`src/rtl/othello_pkg.sv`:
```
// Shared Othello definitions: padded-board geometry, direction step constants,
// the direction-to-(step, sign) table used by the move validator clients, and
// the move scanner state encoding.
package othello_pkg;

    // Padded 10x10 board: row pitch and the first/last playable squares.
    localparam int BOARD_W   = 10;
    localparam int FIRST_POS = 11;
    localparam int LAST_POS  = 88;

    // Direction step magnitudes on the padded board.
    localparam logic [4:0] STEP_ROW    = 5'd10;
    localparam logic [4:0] STEP_COL    = 5'd1;
    localparam logic [4:0] STEP_DIAG_A = 5'd9;
    localparam logic [4:0] STEP_DIAG_B = 5'd11;

    // Step magnitude plus direction of travel (1 = subtract, 0 = add).
    typedef struct packed {
        logic [4:0] step;
        logic       sign;
    } dir_step_t;

    // Direction order: U, D, L, R, then the diagonals UL, UR, DL, DR.
    function automatic dir_step_t dir_to_step(input logic [2:0] dir);
        dir_step_t r;
        case (dir)
            3'd0:    r = '{step: STEP_ROW,    sign: 1'b1};
            3'd1:    r = '{step: STEP_ROW,    sign: 1'b0};
            3'd2:    r = '{step: STEP_COL,    sign: 1'b1};
            3'd3:    r = '{step: STEP_COL,    sign: 1'b0};
            3'd4:    r = '{step: STEP_DIAG_B, sign: 1'b1};
            3'd5:    r = '{step: STEP_DIAG_A, sign: 1'b1};
            3'd6:    r = '{step: STEP_DIAG_A, sign: 1'b0};
            default: r = '{step: STEP_DIAG_B, sign: 1'b0};
        endcase
        return r;
    endfunction

    // Move scanner FSM encoding.
    localparam logic [2:0] S_IDLE    = 3'd0;
    localparam logic [2:0] S_READ    = 3'd1;
    localparam logic [2:0] S_TEST    = 3'd2;
    localparam logic [2:0] S_VALI_S  = 3'd3;
    localparam logic [2:0] S_VALI    = 3'd4;
    localparam logic [2:0] S_NEXT_SQ = 3'd5;
    localparam logic [2:0] S_DONE    = 3'd6;

endpackage

```
`src/rtl/scan_pos_counter.sv`:
```
// Walks the playable squares of the padded board in row-major order.
// A zero-based column counter decides when to jump over the two border
// columns (col 9 of this row, col 0 of the next) to the next row's column 1.
module scan_pos_counter #(
    parameter int BOARD_W   = 10,
    parameter int FIRST_POS = 11,
    parameter int LAST_POS  = 88
) (
    input  logic       clock,
    input  logic       reset,
    input  logic       clear,
    input  logic       advance,
    output logic [6:0] pos,
    output logic       last
);

    logic [6:0] pos_q, pos_d;
    logic [2:0] col_q, col_d;

    // Next square: restart at FIRST_POS, step right, or wrap to the next row.
    always_comb begin
        pos_d = pos_q;
        col_d = col_q;
        if (clear) begin
            pos_d = 7'(FIRST_POS);
            col_d = '0;
        end else if (advance) begin
            if (col_q == 3'd7) begin
                pos_d = pos_q + 7'(BOARD_W - 7);
                col_d = '0;
            end else begin
                pos_d = pos_q + 7'd1;
                col_d = col_q + 3'd1;
            end
        end
    end

    // Position and column registers.
    always_ff @(posedge clock) begin
        if (!reset) begin
            pos_q <= '0;
            col_q <= '0;
        end else begin
            pos_q <= pos_d;
            col_q <= col_d;
        end
    end

    assign pos  = pos_q;
    assign last = (pos_q == 7'(LAST_POS));

endmodule

```
`src/rtl/move_scanner.sv`:
```
// Legal-move scanner: visits every playable square, and for each empty one
// asks the shared validator about each direction in turn until one succeeds.
// Reports the number of legal squares and the lowest legal square.
// Build option: MOVE_SCANNER_DIAG_EN adds the four diagonal directions.
module move_scanner #(
    parameter int BOARD_W   = othello_pkg::BOARD_W,
    parameter int FIRST_POS = othello_pkg::FIRST_POS,
    parameter int LAST_POS  = othello_pkg::LAST_POS
) (
    input  logic       clock,
    input  logic       reset,
    input  logic       enable,
    output logic [6:0] sq_addr_o,
    input  logic       sq_empty_in,
    output logic [6:0] pos_o,
    output logic [4:0] step_o,
    output logic       step_sign_o,
    output logic       ld_vali_o,
    output logic       start_vali_o,
    input  logic       s_done_vali,
    input  logic       dir_status_in,
    output logic       busy_o,
    output logic       scan_done_o,
    output logic       has_move_o,
    output logic [6:0] move_count_o,
    output logic [6:0] first_move_o
);
    import othello_pkg::*;

`ifdef MOVE_SCANNER_DIAG_EN
    localparam int DIR_W = 3;
`else
    localparam int DIR_W = 2;
`endif
    localparam logic [DIR_W-1:0] DIR_LAST = '1;

    logic [2:0]       state_q, state_d;
    logic [DIR_W-1:0] dir_q, dir_d;
    logic [6:0]       count_q, count_d;
    logic [6:0]       first_q, first_d;
    logic [6:0]       pos;
    logic             last;
    logic             pos_clear;
    logic             pos_advance;
    dir_step_t        cur_step;

    scan_pos_counter #(
        .BOARD_W  (BOARD_W),
        .FIRST_POS(FIRST_POS),
        .LAST_POS (LAST_POS)
    ) u_pos (
        .clock  (clock),
        .reset  (reset),
        .clear  (pos_clear),
        .advance(pos_advance),
        .pos    (pos),
        .last   (last)
    );

    assign cur_step = dir_to_step(3'(dir_q));

    // FSM sequencing, direction stepping and result accumulation.
    always_comb begin
        state_d     = state_q;
        dir_d       = dir_q;
        count_d     = count_q;
        first_d     = first_q;
        pos_clear   = 1'b0;
        pos_advance = 1'b0;
        case (state_q)
            S_IDLE: begin
                if (enable) begin
                    count_d   = '0;
                    first_d   = '0;
                    pos_clear = 1'b1;
                    state_d   = S_READ;
                end
            end
            S_READ:   state_d = S_TEST;
            S_TEST: begin
                if (!sq_empty_in) begin
                    state_d = S_NEXT_SQ;
                end else begin
                    dir_d   = '0;
                    state_d = S_VALI_S;
                end
            end
            S_VALI_S: state_d = S_VALI;
            S_VALI: begin
                if (s_done_vali) begin
                    if (dir_status_in) begin
                        // One legal direction is enough; skip the rest so
                        // the square is counted once.
                        count_d = count_q + 7'd1;
                        if (count_q == 7'd0) begin
                            first_d = pos;
                        end
                        state_d = S_NEXT_SQ;
                    end else if (dir_q == DIR_LAST) begin
                        state_d = S_NEXT_SQ;
                    end else begin
                        dir_d   = dir_q + 1'b1;
                        state_d = S_VALI_S;
                    end
                end
            end
            S_NEXT_SQ: begin
                if (last) begin
                    state_d = S_DONE;
                end else begin
                    pos_advance = 1'b1;
                    state_d     = S_READ;
                end
            end
            S_DONE:   state_d = S_IDLE;
            default:  state_d = S_IDLE;
        endcase
    end

    // State, direction and result registers.
    always_ff @(posedge clock) begin
        if (!reset) begin
            state_q <= S_IDLE;
            dir_q   <= '0;
            count_q <= '0;
            first_q <= '0;
        end else begin
            state_q <= state_d;
            dir_q   <= dir_d;
            count_q <= count_d;
            first_q <= first_d;
        end
    end

    // State-decoded outputs; validator lines are quiet except in S_VALI_S.
    always_comb begin
        sq_addr_o    = '0;
        pos_o        = '0;
        step_o       = '0;
        step_sign_o  = 1'b0;
        ld_vali_o    = 1'b0;
        start_vali_o = 1'b0;
        if (state_q == S_READ) begin
            sq_addr_o = pos;
        end
        if (state_q == S_VALI_S) begin
            pos_o        = pos;
            step_o       = cur_step.step;
            step_sign_o  = cur_step.sign;
            ld_vali_o    = 1'b1;
            start_vali_o = 1'b1;
        end
    end

    assign busy_o       = (state_q != S_IDLE);
    assign scan_done_o  = (state_q == S_DONE);
    assign has_move_o   = (count_q != 7'd0);
    assign move_count_o = count_q;
    assign first_move_o = first_q;

endmodule

```
`config.mk`:
```
export PLATFORM = sky130hd
export DESIGN_NAME = move_scanner
export DESIGN_NICKNAME = d
export VERILOG_FILES = /design/src/rtl/othello_pkg.sv /design/src/rtl/scan_pos_counter.sv /design/src/rtl/move_scanner.sv
export SDC_FILE = /design/constraint.sdc
export NUM_CORES = 1
export LEC_CHECK = 0
export CELL_PAD_IN_SITES_DETAIL_PLACEMENT = 2
export CELL_PAD_IN_SITES_GLOBAL_PLACEMENT = 2
export CORE_MARGIN = 5
export CORE_UTILIZATION = 31
export DETAILED_ROUTE_END_ITERATION = 10
export PLACE_DENSITY = 0.86
export SLEW_MARGIN = 20
export SYNTH_ARGS = -nofsm -noshare
export SYNTH_HDL_FRONTEND = slang
export SYNTH_HIERARCHICAL = 1
export SYNTH_SLANG_ARGS = --single-unit
```
`constraint.sdc`:
```
create_clock -name clock -period 3.5 [get_ports clock]
set_input_delay 0.7 -clock clock [delete_from_list [all_inputs] [get_ports clock]]
set_output_delay 0.7 -clock clock [all_outputs]
set_load 0.03 [all_outputs]
```
# Yosys cells after proc, flatten, opt, wreduce, memory -nomap -nowiden
# Cells that the tools add are included.
# totals
latch_bits,0
ff_bits,29
romBits,0
memories,0
in_bits,6
elab_cells,78
ramBits,0
# classes
n_div,0
n_eq_ne,18
n_lt_le_gt_ge,0
reduce_logical,13
addsub,5
n_shift,0
bitwise,1
muxes,34
mul,0
# op_table
operator,n
7-bit two-way mux,9
7-bit case mux with 2 select lines,2
6-bit case mux with 4 select lines,1
3-bit two-way mux,7
3-bit case mux with 6 select lines,1
7-bit by 1-bit adder with 7-bit output (second input constant),2
2-bit inequality test (second input constant),7
3-bit equality test (second input constant),4
5-bit AND reduction,2
2-bit two-way mux,4
4-bit two-way mux,2
7-bit by 2-bit adder with 7-bit output (second input constant),1
7-bit equality test (second input constant),1
7-bit zero test,1
7-bit nonzero test,1
3-bit by 2-bit equality test with 1-bit output (second input constant),2
1-bit two-way mux,6
2-bit nonzero test,3
5-bit two-way mux,1
2-bit equality test (second input constant),2
2-bit case mux with 2 select lines,1
4-bit AND reduction,1
3-bit by 1-bit adder with 3-bit output (second input constant),1
3-bit by 1-bit equality test with 1-bit output (second input constant),1
other kinds (8),8

# Depth between registers and ports, before layout
# depth
depth_word,5
mapped_depth,7
depth_no_buf,6

# By module
# Netlist, hierarchy kept.
# by_module_without_submodules
module,n_inst,area_each_um2,cells_per_inst
move_scanner,1,1273.7,149
scan_pos_counter,1,496.7,50

# Worst setup path before layout
# OpenSTA, ideal clock, no wires.
# synth_timing
path_kind,reg2out
from,reg state_q[1]
to,out step_o[3]
path_slack_ns,1.185
path_stages_with_launch,6
path_buffers,3
arrival_time_ns,1.615
t_required_ns,2.800
cell_sequence,dfxtp_1 buf_2 nor3b_1 buf_2 o21a_1 buf_4
# synth_via
elab_chain_cells,2
# synth_rtl
element,line_no,source
from (decl),move_scanner.sv:37,"logic [2:0] state_q, state_d;"
from (signal assigned),move_scanner.sv:128,state_q <= state_d;
3-bit by 2-bit equality test with 1-bit output,move_scanner.sv:146,if (state_q == S_VALI_S) begin
5-bit two-way mux,move_scanner.sv:146,
to (decl),move_scanner.sv:16,"output logic [4:0] step_o,"
# No other way between the ends.

# Worst setup path after layout
# layout_timing
from,reg state_q[0]
to,out sq_addr_o[3]
# layout_via
elab_chain_cells,2
# layout_rtl
element,line_no,source
3-bit by 1-bit equality test with 1-bit output,move_scanner.sv:143,if (state_q == S_READ) begin
7-bit two-way mux,move_scanner.sv:143,
to (decl),move_scanner.sv:13,"output logic [6:0] sq_addr_o,"
# No other way between the ends.

==> results.py <==
metrics = {
    "run_status": {
        "outcome": "finished clean",
    },
    "sta": {
        "slew_viol_final": 0,
        "rsz0062_at_grt": "false",
        "fin_tns_setup_ps": 0,
        "fin_worst_skew_ps": 4.90,
        "max_clock_freq_mhz": 329,
        "relSlewSlack_pct": 64.7,
        "finalSetupViolCount": 0,
        "tightest_slew_ps": 529,
        "fin_crit_sh_pct": 87.0,
        "finalHoldViolCount": 0,
        "fin_crit_ps": 3040,
    },
    "synthesis": {
        "async_reset_ff_share_pct": 0,
        "ys_warn_count": 6,
        "avgSynthCellArea_sq_um": 8.90,
        "ys.flop_type": "dfxtp_1",
        "synth_edf_count": 0,
        "yosysUniqueCellTypes": 49,
        "synthDominantCellAreaShare_pct": 32.8,
        "ys_ff_latch": 29,
        "synth_top_area_cell": "dfxtp_1",
        "yosysSeqAreaShare_pct": 32.8,
        "synth.area.top_cells": "dfxtp_1 33%, ha_1 6.4%, and2_1 5.7%, nand2_1 4.7%, nor2_1 3.2%",
        "syn-cell-area_sq_um": 1770,
        "synthCells": 199,
    },
    "critical_path": {
        "worst-path-max-fanout": 9,
        "rr_startpoint": "state_q[2]$_SDFFE_PN0P_",
        "r2r-end": "u_pos/pos[5]$_SDFFE_PP0P_",
        "arrival_ps": 2340,
        "critical_path_class": "reg2out",
        "slowest_delay_ps": 700,
        "cp_top_family": "buffers and inverters",
        "end_kind": "output port",
        "cp-start-kind": "flip-flop",
        "regToRegSetupSlack_ps": 1450,
        "crit_slowest_cell": "clkdlybuf4s50_1",
        "cp_cell_sequence": "inv_2 > nor3_1 > and2_1 > clkdlybuf4s50_1",
        "critical_path.startpoint": "state_q[0]$_SDFFE_PN0P_",
        "crit_buf_inv": 2,
        "r2r_cells": 5,
        "required_ps": 2800,
    },
    "power": {
        "p_int_uw": 547,
        "swShare_pct": 32.7,
        "power_frac_seq_pct": 45.6,
        "p_leak_nw": 0.797,
        "power.density_nw_per_um2": 352,
        "switching_power_uw": 266,
        "combPwrFrac_pct": 21.5,
        "clock_power_share_pct": 32.9,
        "ir_worst_vdd_uv": 240,
    },
    "clock_tree": {
        "cts_max_level": 2,
        "numCtsBuffers": 5,
        "clock_sinks": 29,
        "cts_resized": 0,
        "cts_root_buffer": "clkbuf_8",
        "cts_setup_buffers": 0,
        "clk_latency_ps": 280,
        "clockBufferDepth": 2,
        "cts_tree": "yes",
        "cts.reportedPaths.clkPinSlew_ps": 70,
        "cts_hold_buf": 0,
    },
    "floorplanning": {
        "die_w_microns": 85.6,
        "num_io_pins": 45,
        "start_util_pct": 32.0,
        "die-area_sq_um": 7320,
        "core.rowCount": 27,
        "die_h_microns": 85.6,
        "core_sq_um": 5540,
    },
    "global_route": {
        "overflow": 0,
        "grt_pass1_wl_mm": 8.60,
        "grt_pass1_vias": 1676,
        "grt_max_degree": 28,
        "antenna_found_initial": 0,
        "grtUsageTotal_pct": 14.7,
    },
    "cells_and_area": {
        "fin_util_pct": 41.7,
        "fin_area_sq_um": 2310,
        "drive_gt1_share_pct": 8.68,
        "nets": 257,
        "area_growth_pct": 30.4,
        "multi_input_area_sq_um": 1090,
        "regArea_sq_um": 581,
        "fill_cells": 643,
        "num_antenna_cells": 0,
    },
    "route": {
        "routed_via_density": 4.98,
        "vias": 1565,
        "totalWireLength_mm": 5.12,
        "antenna_left": 0,
        "drt-initial-drc-count": 69,
        "firstDrtPassIters": 4,
        "drc": 0,
        "avgRoutedWirePerCell_microns": 16.3,
    },
    "placement": {
        "gp_congestion": 0.766,
        "port_buffers": 42,
        "dpl.hpwl_mm": 3.76,
        "placed_area_sq_um": 2230,
    },
    "worst_hold_path": {
        "hold_class": "reg2reg",
        "hp-start": "first_move_o[0]$_SDFFE_PN0P_",
        "min_delay_worst_endpoint": "first_move_o[0]$_SDFFE_PN0P_",
        "min_path_cells": 2,
    },
    "flow_run": {
        "drv_cap": 0,
    },
}
[final cells by class]
| cell class | count | share of cell area (%) |
|---|---|---|
| Multi-Input combinational cell | 153 | 47.0 |
| Sequential cell | 29 | 25.1 |
| Timing Repair Buffer | 45 | 19.2 |
| Tap cell | 72 | 3.90 |
| Clock buffer | 6 | 3.14 |
| Inverter | 7 | 1.14 |
| Clock inverter | 2 | 0.434 |
[layer usage]
| metal | GRT usage, % | routed length, microns | vias to the layer above |
|---|---|---|---|
| li1 | - | - | 777 |
| met1 | 17.8 | 2380 | 755 |
| met2 | 25.5 | 2470 | 29 |
| met3 | 4.32 | 220 | 4 |
| met4 | 3.88 | 46 | 0 |
| met5 | 0 | 0 | - |
[cells in the mapped netlist, types with 2 or more instances]
cell type / count
nor3b_1: 2
a211oi_1: 3
mux2_2: 2
and3_1: 2
a21oi_1: 4
nand4_1: 3
a2111oi_4: 2
dfxtp_1: 29
o21a_1: 7
nor2_1: 15
nand2b_1: 3
or3_1: 2
dlygate4sd1_1: 2
nor4_1: 2
a21boi_0: 3
o21ai_0: 2
ha_1: 9
and2_1: 16
mux2i_1: 3
nor3_1: 4
buf_2: 3
inv_1: 6
o22ai_1: 9
a21oi_4: 2
xor2_1: 3
nand3_1: 8
nand2_1: 22
buf_4: 5
nand3b_1: 2
xnor2_1: 5
[flip-flops by register name (all words and copies together) (netlist names)]
name          flops
dir_q             2
first_move_o      7
u_pos/pos         7
u_pos/col_q       3
state_q           3
move_count_o      7
[metrics by stage]
stage	setup slack, ps	total power [mW]	hold slack, ps	cells
floorplan	1190	0.498	465	200
detailed placement	750	0.552	467	306
CTS	410	0.824	476	314
global placement	911	0.545	459	306
finish	457	0.812	466	314
global route	241	0.859	504	314
[worst reg2reg max path: stages, from the launching register on]
cell and delay, ps:
dfxtp_1 650, nor3_1 210, and2_1 290, nand2b_4 210, or4_1 540, nand2_1 90
[power groups by stage]
stage,sequential (mW),combinational (mW),clock (mW)
6_report,0.370,0.175,0.267
5_1_grt,0.373,0.190,0.296
4_1_cts,0.371,0.176,0.277
3_5_place_dp,0.377,0.175,0
3_3_place_gp,0.376,0.169,0
2_1_floorplan,0.365,0.133,0
[cell families (layout without fill, tap and decap cells)]
| logic type | count (synthesis) | in the layout | share of synthesized area, % |
|---|---|---|---|
| compound gates | 38 | 38 | 18.2 |
| xor+xnor | 8 | 8 | 3.96 |
| fa+ha+maj | 10 | 10 | 7.49 |
| buf+inv | 18 | 60 | 6.08 |
| flops | 29 | 29 | 32.8 |
| mux | 5 | 5 | 2.97 |
| other cells | 1 | 2 | 0.212 |
| simple gates | 90 | 90 | 28.3 |
[worst max-delay path by stage]
stage                         to  slack, ps  cells past startpoint
finish              sq_addr_o[3]        460                      4
global route        sq_addr_o[3]        240                      4
CTS                 sq_addr_o[3]        410                      4
detailed placement  sq_addr_o[3]        750                      4
global placement    sq_addr_o[1]        910                      4
floorplan              step_o[3]       1190                      5
[cell usage in the layout (no fill, tap or decap), drive strengths merged, types with 4 or more instances in the layout]
master	netlist	layout
o22ai	9	9
ha	9	9
nand2	22	22
o21a	7	7
clkbuf	0	6
and2	16	16
xnor2	5	5
nand2b	5	5
a21oi	6	6
inv	7	7
clkdlybuf4s50	0	42
nor3	4	4
nand3	9	9
dfxtp	29	29
nor2	15	15
No activity file was read; power rests on OpenSTA's default activity.
